===== src/rtl/ieee754_divider.sv =====
// Sequential binary32 divider: radix-2 restoring mantissa division, one quotient
// bit per cycle, truncation rounding, no denormals, valid/ready on both sides.
module ieee754_divider (
  input  logic        clk,
  input  logic        rst,
  input  logic        in_valid,
  output logic        in_ready,
  input  logic [31:0] input_a,
  input  logic [31:0] input_b,
  output logic        out_valid,
  input  logic        out_ready,
  output logic [31:0] result,
  output logic        div_by_zero,
  output logic        overflow,
  output logic        underflow
);

  typedef enum logic [1:0] {IDLE, DIVIDE, NORMALIZE, DONE} state_t;

  state_t state, next_state;

  logic        sign;
  logic [7:0]  ea;
  logic [7:0]  eb;
  logic [23:0] mb;
  logic [24:0] rem;
  logic [24:0] quot;
  logic [4:0]  bit_cnt;

  logic               accept;
  logic               is_special;
  logic               rem_ge;
  logic [24:0]        rem_sub;
  logic [24:0]        rem_shift;
  logic signed [9:0]  exp_calc;
  logic [22:0]        mant;
  logic [31:0]        special_result;

  assign in_ready = (state == IDLE);
  assign accept   = in_valid && in_ready;

  // Zero exponent fields short-circuit the division on the first DIVIDE cycle.
  assign is_special = (ea == 8'd0) || (eb == 8'd0);

  always_comb begin
    special_result = {sign, 31'd0};
    if (eb == 8'd0) begin
      if (ea == 8'd0) special_result = 32'h7FC0_0000;
      else            special_result = {sign, 8'hFF, 23'd0};
    end
  end

  // One restoring step: the remainder after subtraction is always below mb,
  // so the left shift never loses a significant bit.
  assign rem_ge    = (rem >= {1'b0, mb});
  assign rem_sub   = rem_ge ? (rem - {1'b0, mb}) : rem;
  assign rem_shift = rem_sub << 1;

  assign exp_calc = $signed({2'b00, ea}) - $signed({2'b00, eb}) + 10'sd126
                    + $signed({9'd0, quot[24]});
  assign mant     = quot[24] ? quot[23:1] : quot[22:0];

  always_ff @(posedge clk or posedge rst) begin
    if (rst) state <= IDLE;
    else     state <= next_state;
  end

  always_comb begin
    next_state = state;
    case (state)
      IDLE:      if (accept) next_state = DIVIDE;
      DIVIDE: begin
        if (is_special)            next_state = DONE;
        else if (bit_cnt == 5'd0)  next_state = NORMALIZE;
      end
      NORMALIZE: next_state = DONE;
      DONE:      if (out_ready) next_state = IDLE;
      default:   next_state = IDLE;
    endcase
  end

  always_ff @(posedge clk or posedge rst) begin
    if (rst) begin
      sign        <= 1'b0;
      ea          <= 8'd0;
      eb          <= 8'd0;
      mb          <= 24'd0;
      rem         <= 25'd0;
      quot        <= 25'd0;
      bit_cnt     <= 5'd0;
      out_valid   <= 1'b0;
      result      <= 32'd0;
      div_by_zero <= 1'b0;
      overflow    <= 1'b0;
      underflow   <= 1'b0;
    end else begin
      case (state)
        IDLE: begin
          if (accept) begin
            sign        <= input_a[31] ^ input_b[31];
            ea          <= input_a[30:23];
            eb          <= input_b[30:23];
            mb          <= {1'b1, input_b[22:0]};
            rem         <= {2'b01, input_a[22:0]};
            quot        <= 25'd0;
            bit_cnt     <= 5'd24;
            div_by_zero <= 1'b0;
            overflow    <= 1'b0;
            underflow   <= 1'b0;
          end
        end
        DIVIDE: begin
          if (is_special) begin
            result      <= special_result;
            div_by_zero <= (eb == 8'd0);
            out_valid   <= 1'b1;
          end else begin
            quot    <= {quot[23:0], rem_ge};
            rem     <= rem_shift;
            bit_cnt <= bit_cnt - 5'd1;
          end
        end
        NORMALIZE: begin
          out_valid <= 1'b1;
          if (exp_calc >= 10'sd255) begin
            result   <= {sign, 8'hFF, 23'd0};
            overflow <= 1'b1;
          end else if (exp_calc <= 10'sd0) begin
            result    <= {sign, 31'd0};
            underflow <= 1'b1;
          end else begin
            result <= {sign, exp_calc[7:0], mant};
          end
        end
        DONE: begin
          if (out_ready) out_valid <= 1'b0;
        end
        default: ;
      endcase
    end
  end

endmodule


===== config.mk =====
export PLATFORM = sky130hd
export DESIGN_NAME = ieee754_divider
export DESIGN_NICKNAME = d
export VERILOG_FILES = /design/src/rtl/ieee754_divider.sv
export SDC_FILE = /design/constraint.sdc
export NUM_CORES = 1
export LEC_CHECK = 0
export ABC_AREA = 1
export BUFFER_PORTS_ARGS = -buffer_cell sky130_fd_sc_hd__buf_4
export CORE_MARGIN = 2
export CORE_UTILIZATION = 40
export CTS_BUF_LIST = sky130_fd_sc_hd__clkbuf_4
export DETAILED_ROUTE_END_ITERATION = 6
export GPL_TIMING_DRIVEN = 0
export SLEW_MARGIN = 25
export SYNTH_ARGS = -nofsm -noshare
export SYNTH_HDL_FRONTEND = slang
export SYNTH_SLANG_ARGS = --single-unit

===== constraint.sdc =====
create_clock -name clk -period 9.6 [get_ports clk]
set_input_delay 1.92 -clock clk [delete_from_list [all_inputs] [get_ports clk]]
set_output_delay 1.92 -clock clk [all_outputs]
set_load 0.01 [all_outputs]

; ---- Word-level counts from Yosys, hierarchy flattened
; Index checks and enable logic that the tools add are counted.
[word_totals]
reg_bits = 134
inputBits = 68
out_inout_bits = 37
[classes]
bitwise = 1
addsub = 5
magnitude_cmp = 3
n_mux = 33
eq_ne = 11
reduce_logical = 18
[op_table]
columns = op, count
row1 = two-way mux 25 bit, 4
row2 = one-hot mux 25 bit (2 select lines), 2
row3 = two-way mux 32 bit, 3
row4 = one-hot mux 32 bit (2 select lines), 1
row5 = two-way mux 31 bit, 2
row6 = greater-or-equal comparator 25 x 24 -> 1 bit, 1
row7 = two-way mux 24 bit, 1
row8 = subtractor 24 bit, 1
row9 = two-way mux 23 bit, 1
row10 = logical NOT 8 bit, 2
row11 = AND reduction 3 bit, 5
row12 = "inequality test 2 bit, second input constant", 6
row13 = adder 10 x 2 -> 10 bit, 1
row14 = "adder 9 x 8 -> 10 bit, second input constant", 1
row15 = "greater-or-equal comparator 10 x 9 -> 1 bit, second input constant", 1
row16 = "less-or-equal comparator 10 x 1 -> 1 bit, second input constant", 1
row17 = two-way mux 5 bit, 2
row18 = one-hot mux 5 bit (2 select lines), 1
row19 = subtractor 8 x 8 -> 9 bit, 1
row20 = two-way mux 2 bit, 4
row21 = one-hot mux 2 bit (4 select lines), 1
row22 = two-way mux 1 bit, 7
row23 = one-hot mux 1 bit (2 select lines), 3
row24 = nonzero test 2 bit, 3
row25 = 14 further kinds, 16

; ---- Logic depth before layout (Yosys ltp)
; Gate-level depths: netlist (run 1).
[depth]
word_depth = 7
ltp_mapped = 20
ltp_nobuf = 20

; ---- Worst setup path after synthesis (run 1)
; No wires, ideal clock.
[synth_timing]
path_kind = input -> register
start = in in_valid
end = reg rem[3]
arrival_ns = 3.063
path_buffers = 1
required_ns = 9.470
stages = 8
setup_slack_ns = 6.407
cell_sequence = nand2_1 > clkinv_1 > a21oi_1 > nor2_1 > inv_1 > clkbuf_1 > a22oi_1 > o21ai_0
[synth_via]
elab_chain_cells = 3
[synth_rtl]
columns = item, line
row1 = start: declaration, 6  ; input logic in_valid,
row2 = logical AND 1 bit, 40  ; assign accept = in_valid && in_ready;
row3 = inequality test 2 x 1 -> 1 bit (no line), -
row4 = AND reduction 3 bit (no line), -
row5 = end signal: assignment, 104  ; rem <= {2'b01, input_a[22:0]};
row6 = end signal: assignment, 119  ; rem <= rem_shift;
row7 = end: declaration, 26  ; logic [24:0] rem;
; No other way between the ends.
; A chain may end at the register's enable or synchronous reset.

; ---- Worst setup path in the final report (run 1)
[layout_timing]
start = in in_valid
end = reg rem[5]
; The elaborated chain is that of the path after synthesis.

==> impl_metrics.tcl, run 1 <==
set metrics [dict create \
    finalNetCount 1297 \
    tightest_slew_ns 0.646 \
    asyncSetResetFlopFracSynth_pct 100 \
    path_depth_of_the_worst_reg2reg_path 18 \
    critical_path.endpoint_type "flop" \
    clkTransAtPathRegs_ns 0.12 \
    synth.largest_area_cell "sky130_fd_sc_hd__dfrtp_1" \
    critical_path.reg2reg.startpoint "ea[0]$_DFFE_PP0P_" \
    hold-worst-slack_ns 0.491 \
    syn_nets 1173 \
    cts.sinks 134 \
    antenna_violations_before_repair 1 \
    routed_wl_um 20800 \
    synth-main-ff-cell "sky130_fd_sc_hd__dfrtp_1" \
    io-pin-count 105 \
    vdd.ir_drop.worst_v 0.000160 \
    route.detailed.vias_per_inst 4.95 \
    netlist_instances 1063 \
    synth-edff-count 0 \
    final_wtd_congestion 0.894 \
    period_share_pct 36.9 \
    seq_total_area_yosys_pct 40.7 \
    detail_route.first_pass.iterations 7 \
    drive_above_1_share_pct 17.9 \
    groute.usage.overall_pct 19.7 \
    die_area_um2 21800 \
    yosys.cell_types.count 50 \
    ff2ff_setup_slack_ns 6.71 \
    max_clock_freq_mhz 282 \
    min_to "mb[23]$_DFFE_PP0P_" \
    min_from "mb[23]$_DFFE_PP0P_" \
    cell_rows 52 \
    worstPathMaxFanout 10 \
    postCtsSetupRepairBufs 0 \
    setup_violations 0 \
    grt_first_pass_wirelength_um 34700 \
    htree_num_levels 4 \
    max_stage_delay_ns 0.54 \
    core_region_area_um2 20200 \
    power_density_nw_per_um2 418 \
    grt_max_degree 100 \
    clock-skew-final_ns 0.0190 \
    cts-root-buf "sky130_fd_sc_hd__clkbuf_4" \
    number_of_global_route_vias_before_repair 7070 \
    max_cap_violations 0 \
    clk_lat_worst_skew_ns 0.57 \
    timing_max_transition_violations_final 0 \
    gr-total-overflow 0 \
    worst_slack_ns 6.06 \
    route.detailed.wl_per_inst_um 14.2 \
    worst_hold_class "reg2reg" \
    min_period_ns 3.54 \
    power.static_leakage_nw 4.69 \
    drc 0 \
    status "finished, final reports clean" \
    num_vias 7289 \
    tns_ns 0 \
    crit_path_cell_trace "buf_4 > nand2_1 > clkinv_1 > a21oi_1 > nor2_1 > inv_1 > clkbuf_1 > a22oi_1 > o21ai_0" \
    die_x_um 148 \
    required_ns 10.08 \
    cts_hold_buf 0 \
    die_h_um 148 \
    worst_ep_arrival_time_ns 4.02 \
    synth_area_per_cell_um2 7.75 \
    detailedPlacementHpwl_um 16000 \
    cpMaxStageDelayCell "sky130_fd_sc_hd__clkbuf_1" \
    synth.area.top_cells "sky130_fd_sc_hd__dfrtp_1 (41%), sky130_fd_sc_hd__nand2_1 (12%), sky130_fd_sc_hd__ha_1 (6.1%), sky130_fd_sc_hd__o21ai_0 (5.8%), sky130_fd_sc_hd__inv_1 (5.3%)" \
    postRouteAntennaNets 0 \
    ys_seq_elements 134 \
    timing.critical_path.from_type "input pin" \
    critical_path_class "in2reg" \
    synth-warning-count 0 \
    detailedRoute.firstIterationViolations 463 \
    post_cts_resize_count 0 \
    synth_area_um2 8240 \
    rsz0062_at_grt "no" \
    area.growth.synth_to_final_pct 17.4 \
    cts_tree "done" \
    synthDominantCellAreaShare_pct 40.7 \
    port_buffers 104 \
    final-hold-violation-count 0 \
    relSlewSlack_pct 56.5 \
    num_cts_buffers 17 \
    max-clock-path-buffers 2 \
    worst_slack_at_placement_ns 5.46 \
    start_util_pct 40.7 \
    capture_point_of_the_worst_reg_to_reg_path "result[12]$_DFFE_PP0P_" \
    number_of_cells_on_the_worst_hold_path 2 \
]
synthesized netlist by cell type, types with 3 or more instances:
cell                         n
sky130_fd_sc_hd__xnor2_1    11
sky130_fd_sc_hd__nor2_1     79
sky130_fd_sc_hd__a21o_1      7
sky130_fd_sc_hd__inv_2       8
sky130_fd_sc_hd__o21ai_1     4
sky130_fd_sc_hd__o21ai_2    21
sky130_fd_sc_hd__ha_1       40
sky130_fd_sc_hd__nand2_1   271
sky130_fd_sc_hd__nand2_2    15
sky130_fd_sc_hd__dfrtp_1   134
sky130_fd_sc_hd__clkbuf_1   29
sky130_fd_sc_hd__nand3b_1    4
sky130_fd_sc_hd__a22oi_1    20
sky130_fd_sc_hd__xor2_1      9
sky130_fd_sc_hd__o21ai_0    96
sky130_fd_sc_hd__buf_6       3
sky130_fd_sc_hd__nor2_2      4
sky130_fd_sc_hd__nor3_1      7
sky130_fd_sc_hd__nand3_1    36
sky130_fd_sc_hd__a31oi_1     6
sky130_fd_sc_hd__buf_2       6
sky130_fd_sc_hd__inv_1     116
sky130_fd_sc_hd__o211ai_1    3
sky130_fd_sc_hd__o22ai_1    25
sky130_fd_sc_hd__nand4_1    32
sky130_fd_sc_hd__nand3_2     5
sky130_fd_sc_hd__a21oi_1    41
how the worst max path moves through the flow:
stage	from	to
6_report	in_valid	rem[5]$_DFFE_PP0P_
4_1_cts	in_valid	rem[5]$_DFFE_PP0P_
2_1_floorplan	rst	bit_cnt[0]$_DFFE_PP0P_
5_1_grt	in_valid	rem[12]$_DFFE_PP0P_
3_3_place_gp	rst	result[24]$_DFFE_PP0P_
3_5_place_dp	in_valid	rem[5]$_DFFE_PP0P_
metal layers:
| layer | track usage, % | up-vias | share of wire (%) |
|---|---|---|---|
| met5 | 0 | - | 0 |
| met4 | 5.43 | 0 | 1.3 |
| met3 | 3.43 | 26 | 3.5 |
| met2 | 33.1 | 135 | 47 |
| met1 | 26.4 | 3342 | 48 |
| li1 | - | 3786 | - |
layout by cell type (no fill, tap or decap), types with 5 or more instances in the layout:
cell                         n
sky130_fd_sc_hd__nand2_1   271
sky130_fd_sc_hd__dfrtp_1   134
sky130_fd_sc_hd__inv_1     115
sky130_fd_sc_hd__buf_4     105
sky130_fd_sc_hd__o21ai_0    96
sky130_fd_sc_hd__nor2_1     79
sky130_fd_sc_hd__a21oi_1    41
sky130_fd_sc_hd__ha_1       40
sky130_fd_sc_hd__nand3_1    36
sky130_fd_sc_hd__nand4_1    32
sky130_fd_sc_hd__clkbuf_1   29
sky130_fd_sc_hd__o22ai_1    25
sky130_fd_sc_hd__o21ai_2    21
sky130_fd_sc_hd__a22oi_1    20
sky130_fd_sc_hd__clkbuf_4   17
sky130_fd_sc_hd__nand2_2    15
sky130_fd_sc_hd__xnor2_1    11
sky130_fd_sc_hd__xor2_1      9
sky130_fd_sc_hd__inv_2       8
sky130_fd_sc_hd__a21o_1      7
sky130_fd_sc_hd__nor3_1      7
sky130_fd_sc_hd__a31oi_1     6
sky130_fd_sc_hd__buf_2       6
sky130_fd_sc_hd__nand3_2     5
stage by stage:
stage / instance area, um^2 / util (%) / cells / power (mW)
floorplan: 8240 / - / 1063 / 3.02
global placement: 9360 / 46.3 / 1437 / 3.62
detailed placement: 9400 / 46.4 / 1438 / 3.66
CTS: 9680 / 47.8 / 1470 / 4.07
global route: 9680 / 47.8 / 1472 / 4.47
finish: 9680 / 47.8 / 1472 / 4.05
cell families after synthesis:
logic type | count (synthesis) | synth area share, %
flops | 134 | 40.7
xor+xnor | 20 | 2.13
compound gates | 236 | 17.5
buf+inv | 166 | 8.24
simple gates | 465 | 24.9
fa+ha+maj | 42 | 6.56
state kept, by name, summed over array words and instances (netlist names), 2 cells and up:
| signal | flops |
|---|---|
| eb | 8 |
| state | 2 |
| ea | 8 |
| mb | 24 |
| rem | 25 |
| result | 32 |
| quot | 25 |
| bit_cnt | 5 |
report_power, final:
| part | total (mW) | internal [mW] | switching, mW |
|---|---|---|---|
| clock | 0.391 | 0.155 | 0.236 |
| sequential | 0.921 | 0.788 | 0.134 |
| combinational | 2.73 | 0.974 | 1.76 |
| total | 4.05 | 1.92 | 2.13 |
worst max-delay path, delay by kind of cell:
family	cells	cell delay, ns
AOI/OAI and AO/OA	3	0.50
buffers and inverters	4	1.22
and+or+nand+nor	2	0.37
layout make-up:
class                      instances  area (um^2)
inverter                         125          477
clock buffer                      17          128
antenna                            2         5.00
multi-input combinational        763         4210
clock inverter                    15          151
fill                            2053        10600
tap                              270          338
sequential                       134         3350
timing repair buffer             105          808
buffer                            41          210
Note: power is estimated with default switching activity, not from simulation.
==> run 2: changes to the inputs <==
- clock period: 9.6 -> 3.7 ns (I/O delays scaled with it)
==> impl_metrics.tcl, run 2 (synthesis results as in run 1) <==
set metrics [dict create \
    antenna_violations_before_repair 1 \
    clkTransAtPathRegs_ns 0.15 \
    drc 0 \
    rsz0062_at_grt "no" \
    start_util_pct 40.7 \
    period_share_pct 77.1 \
    routed_wl_um 20700 \
    timing_max_transition_violations_final 0 \
    layout_commonest_cell "sky130_fd_sc_hd__nand2_1" \
    grt_max_degree 32 \
    cts_hold_buf 0 \
    total_power_mw 10.5 \
    cts-root-buf "sky130_fd_sc_hd__clkbuf_4" \
    num_cts_buffers 17 \
    setup_violations 0 \
    power_density_nw_per_um2 1070 \
    die_area_um2 21800 \
    power.static_leakage_nw 4.72 \
    min_period_ns 2.85 \
    cts.sinks 134 \
    tightest_slew_ns 0.692 \
    critical_path_class "reg2reg" \
    num_vias 7377 \
    tns_ns 0 \
    reg.largest.list "result (32), quot (25), rem (25)" \
    clock-skew-final_ns 0.0222 \
    max_cap_violations 0 \
    max-clock-path-buffers 2 \
    cell_rows 52 \
    status "finished, final reports clean" \
    worst_hold_class "in2async" \
    route.detailed.wl_per_inst_um 14.0 \
    timing.critical_path.from_type "flop" \
    detailedPlacementHpwl_um 16200 \
    cts_tree "done" \
    max_clock_freq_mhz 351 \
    vdd.ir_drop.worst_v 0.000424 \
    gr-total-overflow 0 \
    crit_buf_inv 5 \
    postRouteAntennaNets 0 \
    detailedRoute.firstIterationViolations 432 \
    largest_register_ff_count 32 \
    worstPathMaxFanout 10 \
    groute.usage.overall_pct 19.7 \
    grt_first_pass_wirelength_um 34800 \
    clk_lat_worst_skew_ns 0.60 \
    crit_path_cell_trace "inv_1 > ha_1 > inv_1 > fa_1 > inv_1 > nand2_1 > nand2_1 > nand2_1 > inv_2 > nand3_1 > nor2_2 > nand2_1 > nand2_1 > nand2_1 > nor2_1 > nand3_4 > buf_4 > nand4_1 > o21ai_2" \
    critical_path.endpoint_type "flop" \
    die_h_um 148 \
    relSlewSlack_pct 53.4 \
    post_cts_resize_count 0 \
    number_of_global_route_vias_before_repair 7050 \
    required_ns 4.21 \
    core_region_area_um2 20200 \
    worst_ep_arrival_time_ns 3.36 \
    finalNetCount 1301 \
    filler_cell_count 2089 \
    detail_route.first_pass.iterations 5 \
    layout_common_cells "sky130_fd_sc_hd__nand2_1 (271), sky130_fd_sc_hd__dfrtp_1 (134), sky130_fd_sc_hd__inv_1 (115), sky130_fd_sc_hd__buf_4 (105), sky130_fd_sc_hd__o21ai_0 (96)" \
    critical_path.most_common_cell "sky130_fd_sc_hd__nand2_1" \
    max_stage_delay_ns 0.48 \
    registers.top_by_ff_count "result" \
    route.detailed.vias_per_inst 5.00 \
    io-pin-count 105 \
    final_wtd_congestion 0.895 \
    cp_top_family "simple AND/OR/NAND/NOR gates" \
    finish.utilization_pct 48.3 \
    final-hold-violation-count 0 \
    drive_above_1_share_pct 18.3 \
    die_x_um 148 \
    area.growth.synth_to_final_pct 18.5 \
    postCtsSetupRepairBufs 0 \
    cpMaxStageDelayCell "sky130_fd_sc_hd__fa_1" \
    htree_num_levels 4 \
    port_buffers 104 \
]
[run 2: path summary, 6_finish.rpt]
check | depth (start not counted) | slack [ns] | to | start
max reg2reg | 19 | 0.85 | result[4]$_DFFE_PP0P_ | ea[0]$_DFFE_PP0P_
max in group asynchronous | 6 | 2.47 | overflow$_DFFE_PP0P_ | rst
min reg2reg | 2 | 0.49 | mb[23]$_DFFE_PP0P_ | mb[23]$_DFFE_PP0P_
min in group clk | 3 | 0.34 | mb[15]$_DFFE_PP0P_ | input_b[15]
max | 19 | 0.85 | result[4]$_DFFE_PP0P_ | ea[0]$_DFFE_PP0P_
min | 2 | 0.17 | eb[5]$_DFFE_PP0P_ | rst
[run 2: through the flow]
step | setup WS (ns) | hold WS, ns | cell area (um^2) | std cells
after floorplan | 1.11 | 0.426 | 8250 | 1063
after global placement | 0.382 | 0.460 | 9370 | 1437
after detailed placement | 0.838 | 0.465 | 9480 | 1442
after CTS | 0.839 | 0.158 | 9770 | 1474
after global routing | 0.479 | 0.191 | 9770 | 1475
final | 0.848 | 0.168 | 9770 | 1475
[run 2: layout make-up]
class,instances,area (um^2),area share [%]
diodes,1,2.50,0.0256
plain buffers,41,210,2.15
clock buffers,17,128,1.31
clock inverters,15,159,1.63
inverters,125,473,4.84
multi-input cells,763,4210,43.1
flip-flops and latches,134,3350,34.3
well taps,270,338,3.46
repair buffers,109,896,9.17
[run 2: report_power, final]
group | internal [mW] | switching [mW]
Sequential | 2.04 | 0.347
Combinational | 2.53 | 4.53
Clock | 0.362 | 0.663
[run 2: worst reg2reg max path: stages (launching register included)]
cell and delay, ns:
sky130_fd_sc_hd__dfrtp_1 0.40, sky130_fd_sc_hd__inv_1 0.09, sky130_fd_sc_hd__ha_1 0.15, sky130_fd_sc_hd__inv_1 0.08
sky130_fd_sc_hd__fa_1 0.48, sky130_fd_sc_hd__inv_1 0.08, sky130_fd_sc_hd__nand2_1 0.08, sky130_fd_sc_hd__nand2_1 0.10
sky130_fd_sc_hd__nand2_1 0.08, sky130_fd_sc_hd__inv_2 0.06, sky130_fd_sc_hd__nand3_1 0.10, sky130_fd_sc_hd__nor2_2 0.14
sky130_fd_sc_hd__nand2_1 0.06, sky130_fd_sc_hd__nand2_1 0.06, sky130_fd_sc_hd__nand2_1 0.09, sky130_fd_sc_hd__nor2_1 0.19
sky130_fd_sc_hd__nand3_4 0.17, sky130_fd_sc_hd__buf_4 0.21, sky130_fd_sc_hd__nand4_1 0.11, sky130_fd_sc_hd__o21ai_2 0.06
[run 2: metal layers]
| metal | track usage [%] | up-vias | share of wire (%) |
|---|---|---|---|
| met5 | 0 | - | 0 |
| met4 | 4.42 | 0 | 1.1 |
| met3 | 3.40 | 22 | 3.8 |
| met2 | 33.2 | 139 | 48 |
| met1 | 26.7 | 3419 | 47 |
| li1 | - | 3797 | - |
==> run 3: changes to the inputs <==
- clock period: 3.7 -> 2.3 ns (I/O delays scaled with it)
==> impl_metrics.tcl, run 3 (synthesis results as in run 1) <==
set metrics [dict create \
    status "finished, violations left" \
    violations "negative setup slack" \
    num_cts_buffers 17 \
    detail_route.first_pass.iterations 5 \
    required_ns 2.75 \
    route.detailed.wl_per_inst_um 14.4 \
    antenna_violations_before_repair 1 \
    relSlewSlack_pct 68.8 \
    io-pin-count 105 \
    period_share_pct 121 \
    drive_above_1_share_pct 27.6 \
    reg.largest.list "result (32), quot (25), rem (25)" \
    area.growth.synth_to_final_pct 28.9 \
    max_clock_freq_mhz 360 \
    worstPathMaxFanout 7 \
    detailedPlacementHpwl_um 16300 \
    tightest_slew_ns 0.468 \
    start_util_pct 40.7 \
    clkTransAtPathRegs_ns 0.14 \
    worst_slack_ns -0.480 \
    timing.critical_path.from_type "flop" \
    postRouteAntennaNets 0 \
    path_depth_of_the_worst_reg2reg_path 18 \
    port_buffers 104 \
    min_period_ns 2.78 \
    htree_num_levels 4 \
    final_wtd_congestion 0.890 \
    drc 0 \
    cts.sinks 134 \
    capture_point_of_the_worst_reg_to_reg_path "result[21]$_DFFE_PP0P_" \
    registers.top_by_ff_count "result" \
    clock-skew-final_ns 0.0255 \
    cts_tree "done" \
    final_cell_area_um2 10600 \
    clk_lat_worst_skew_ns 0.56 \
    cp_top_family "simple AND/OR/NAND/NOR gates" \
    die_area_um2 21800 \
    layout_common_cells "sky130_fd_sc_hd__nand2_1 (254), sky130_fd_sc_hd__buf_4 (138), sky130_fd_sc_hd__dfrtp_1 (132), sky130_fd_sc_hd__inv_1 (110), sky130_fd_sc_hd__o21ai_0 (82)" \
    gr-total-overflow 0 \
    num_vias 7589 \
    cpMaxStageDelayCell "sky130_fd_sc_hd__fa_2" \
    critical_path.reg2reg.startpoint "ea[0]$_DFFE_PP0P_" \
    worst_hold_class "in2reg" \
    finalNetCount 1340 \
    placedInstanceArea_um2 9500 \
    setup_violations 33 \
    number_of_global_route_vias_before_repair 7156 \
    crit_buf_inv 5 \
    rsz0062_at_grt "yes" \
    number_of_cells_on_the_worst_hold_path 3 \
    grt_max_degree 31 \
    max_cap_violations 0 \
    max-clock-path-buffers 2 \
    die_h_um 148 \
    detailedRoute.firstIterationViolations 432 \
    routed_wl_um 21900 \
    layout_commonest_cell "sky130_fd_sc_hd__nand2_1" \
    die_x_um 148 \
    core_region_area_um2 20200 \
    grt_first_pass_wirelength_um 35600 \
    worst_ep_arrival_time_ns 3.23 \
    worstSetupPathDepth 18 \
    max_stage_delay_ns 0.55 \
    critical_path_class "reg2reg" \
    route.detailed.vias_per_inst 5.01 \
    timing_max_transition_violations_final 0 \
    min_from "input_b[14]" \
    cell_rows 52 \
    cts-root-buf "sky130_fd_sc_hd__clkbuf_4" \
    largest_register_ff_count 32 \
    critical_path.endpoint_type "flop" \
    tns_ns -14.40 \
    crit_path_cell_trace "inv_2 > ha_4 > inv_4 > fa_2 > inv_4 > ha_4 > nand2_2 > nand2_2 > buf_4 > nor2_2 > nand2_1 > nor2_1 > nand2_1 > nor2_2 > nand3_4 > buf_4 > nand4_1 > o21ai_2" \
    min_to "mb[14]$_DFFE_PP0P_" \
    final-hold-violation-count 0 \
    ff2ff_setup_slack_ns -0.48 \
    groute.usage.overall_pct 20.1 \
]
run 3: changes by cell type in the layout (fill, tap and decap cells not counted), sizes merged:
cell and change:
buf +41, dlygate4sd3 +1, clkbuf -3, clkinvlp -1, clkinv +1, inv -2
bufinv +2, diode +1
run 3: worst max-delay path by stage:
stage / slack, ns / endpoint / startpoint
2_1_floorplan: -0.25 / result[0]$_DFFE_PP0P_ / ea[0]$_DFFE_PP0P_
3_3_place_gp: -0.72 / result[9]$_DFFE_PP0P_ / rst
3_5_place_dp: -0.55 / result[12]$_DFFE_PP0P_ / ea[0]$_DFFE_PP0P_
4_1_cts: -0.52 / result[13]$_DFFE_PP0P_ / eb[0]$_DFFE_PP0P_
5_1_grt: -0.60 / result[27]$_DFFE_PP0P_ / ea[0]$_DFFE_PP0P_
6_report: -0.48 / result[21]$_DFFE_PP0P_ / ea[0]$_DFFE_PP0P_
run 3: per-stage QoR:
step / setup slack (ns) / utilization (%) / hold slack [ns] / instances
floorplan: -0.254 / - / 0.426 / 1063
global placement: -0.718 / 46.4 / 0.468 / 1437
detailed placement: -0.546 / 46.9 / 0.343 / 1442
CTS: -0.516 / 50.2 / 0.0486 / 1492
global route: -0.603 / 52.5 / 0.0567 / 1515
finish: -0.480 / 52.5 / 0.0937 / 1515
run 3: repair_timing:
action                                  4_1_cts  5_1_grt
cloned                                        1        3
endpoints found under the setup margin       91       99
pin swaps                                    20       30
setup buffers                                16       19
resized for setup                            50       86
endpoints found under the hold margin        25        0
hold buffers                                  1        0
run 3: layer usage:
| metal | part of all wire [%] | wire (um) | vias to the layer above | GRT usage (%) |
|---|---|---|---|---|
| met3 | 3.4 | 739 | 16 | 3.27 |
| met5 | 0 | 0 | - | 0 |
| met1 | 46 | 10100 | 3567 | 26.7 |
| met2 | 50 | 10900 | 135 | 34.6 |
| met4 | 0.87 | 191 | 0 | 4.76 |
| li1 | - | - | 3871 | - |
run 3: worst min-delay path, cell delays in order:
cell	delay, ns
sky130_fd_sc_hd__buf_4	0.07
sky130_fd_sc_hd__nand2_1	0.04
sky130_fd_sc_hd__o21ai_0	0.05
run 3: area by class of cell:
class / instances / area (um^2)
Timing Repair Buffer: 148 / 1240
Inverter: 125 / 482
Fill cell: 1945 / 9610
Tap cell: 270 / 338
Buffer: 41 / 258
Clock inverter: 15 / 188
Sequential cell: 134 / 3360
Antenna cell: 2 / 5.00
Multi-Input combinational cell: 763 / 4630
Clock buffer: 17 / 128
Power of run 3 is left out: the tool's default activity adds up to more than one toggle a clock period on the data nets, which glitch-free logic cannot reach.
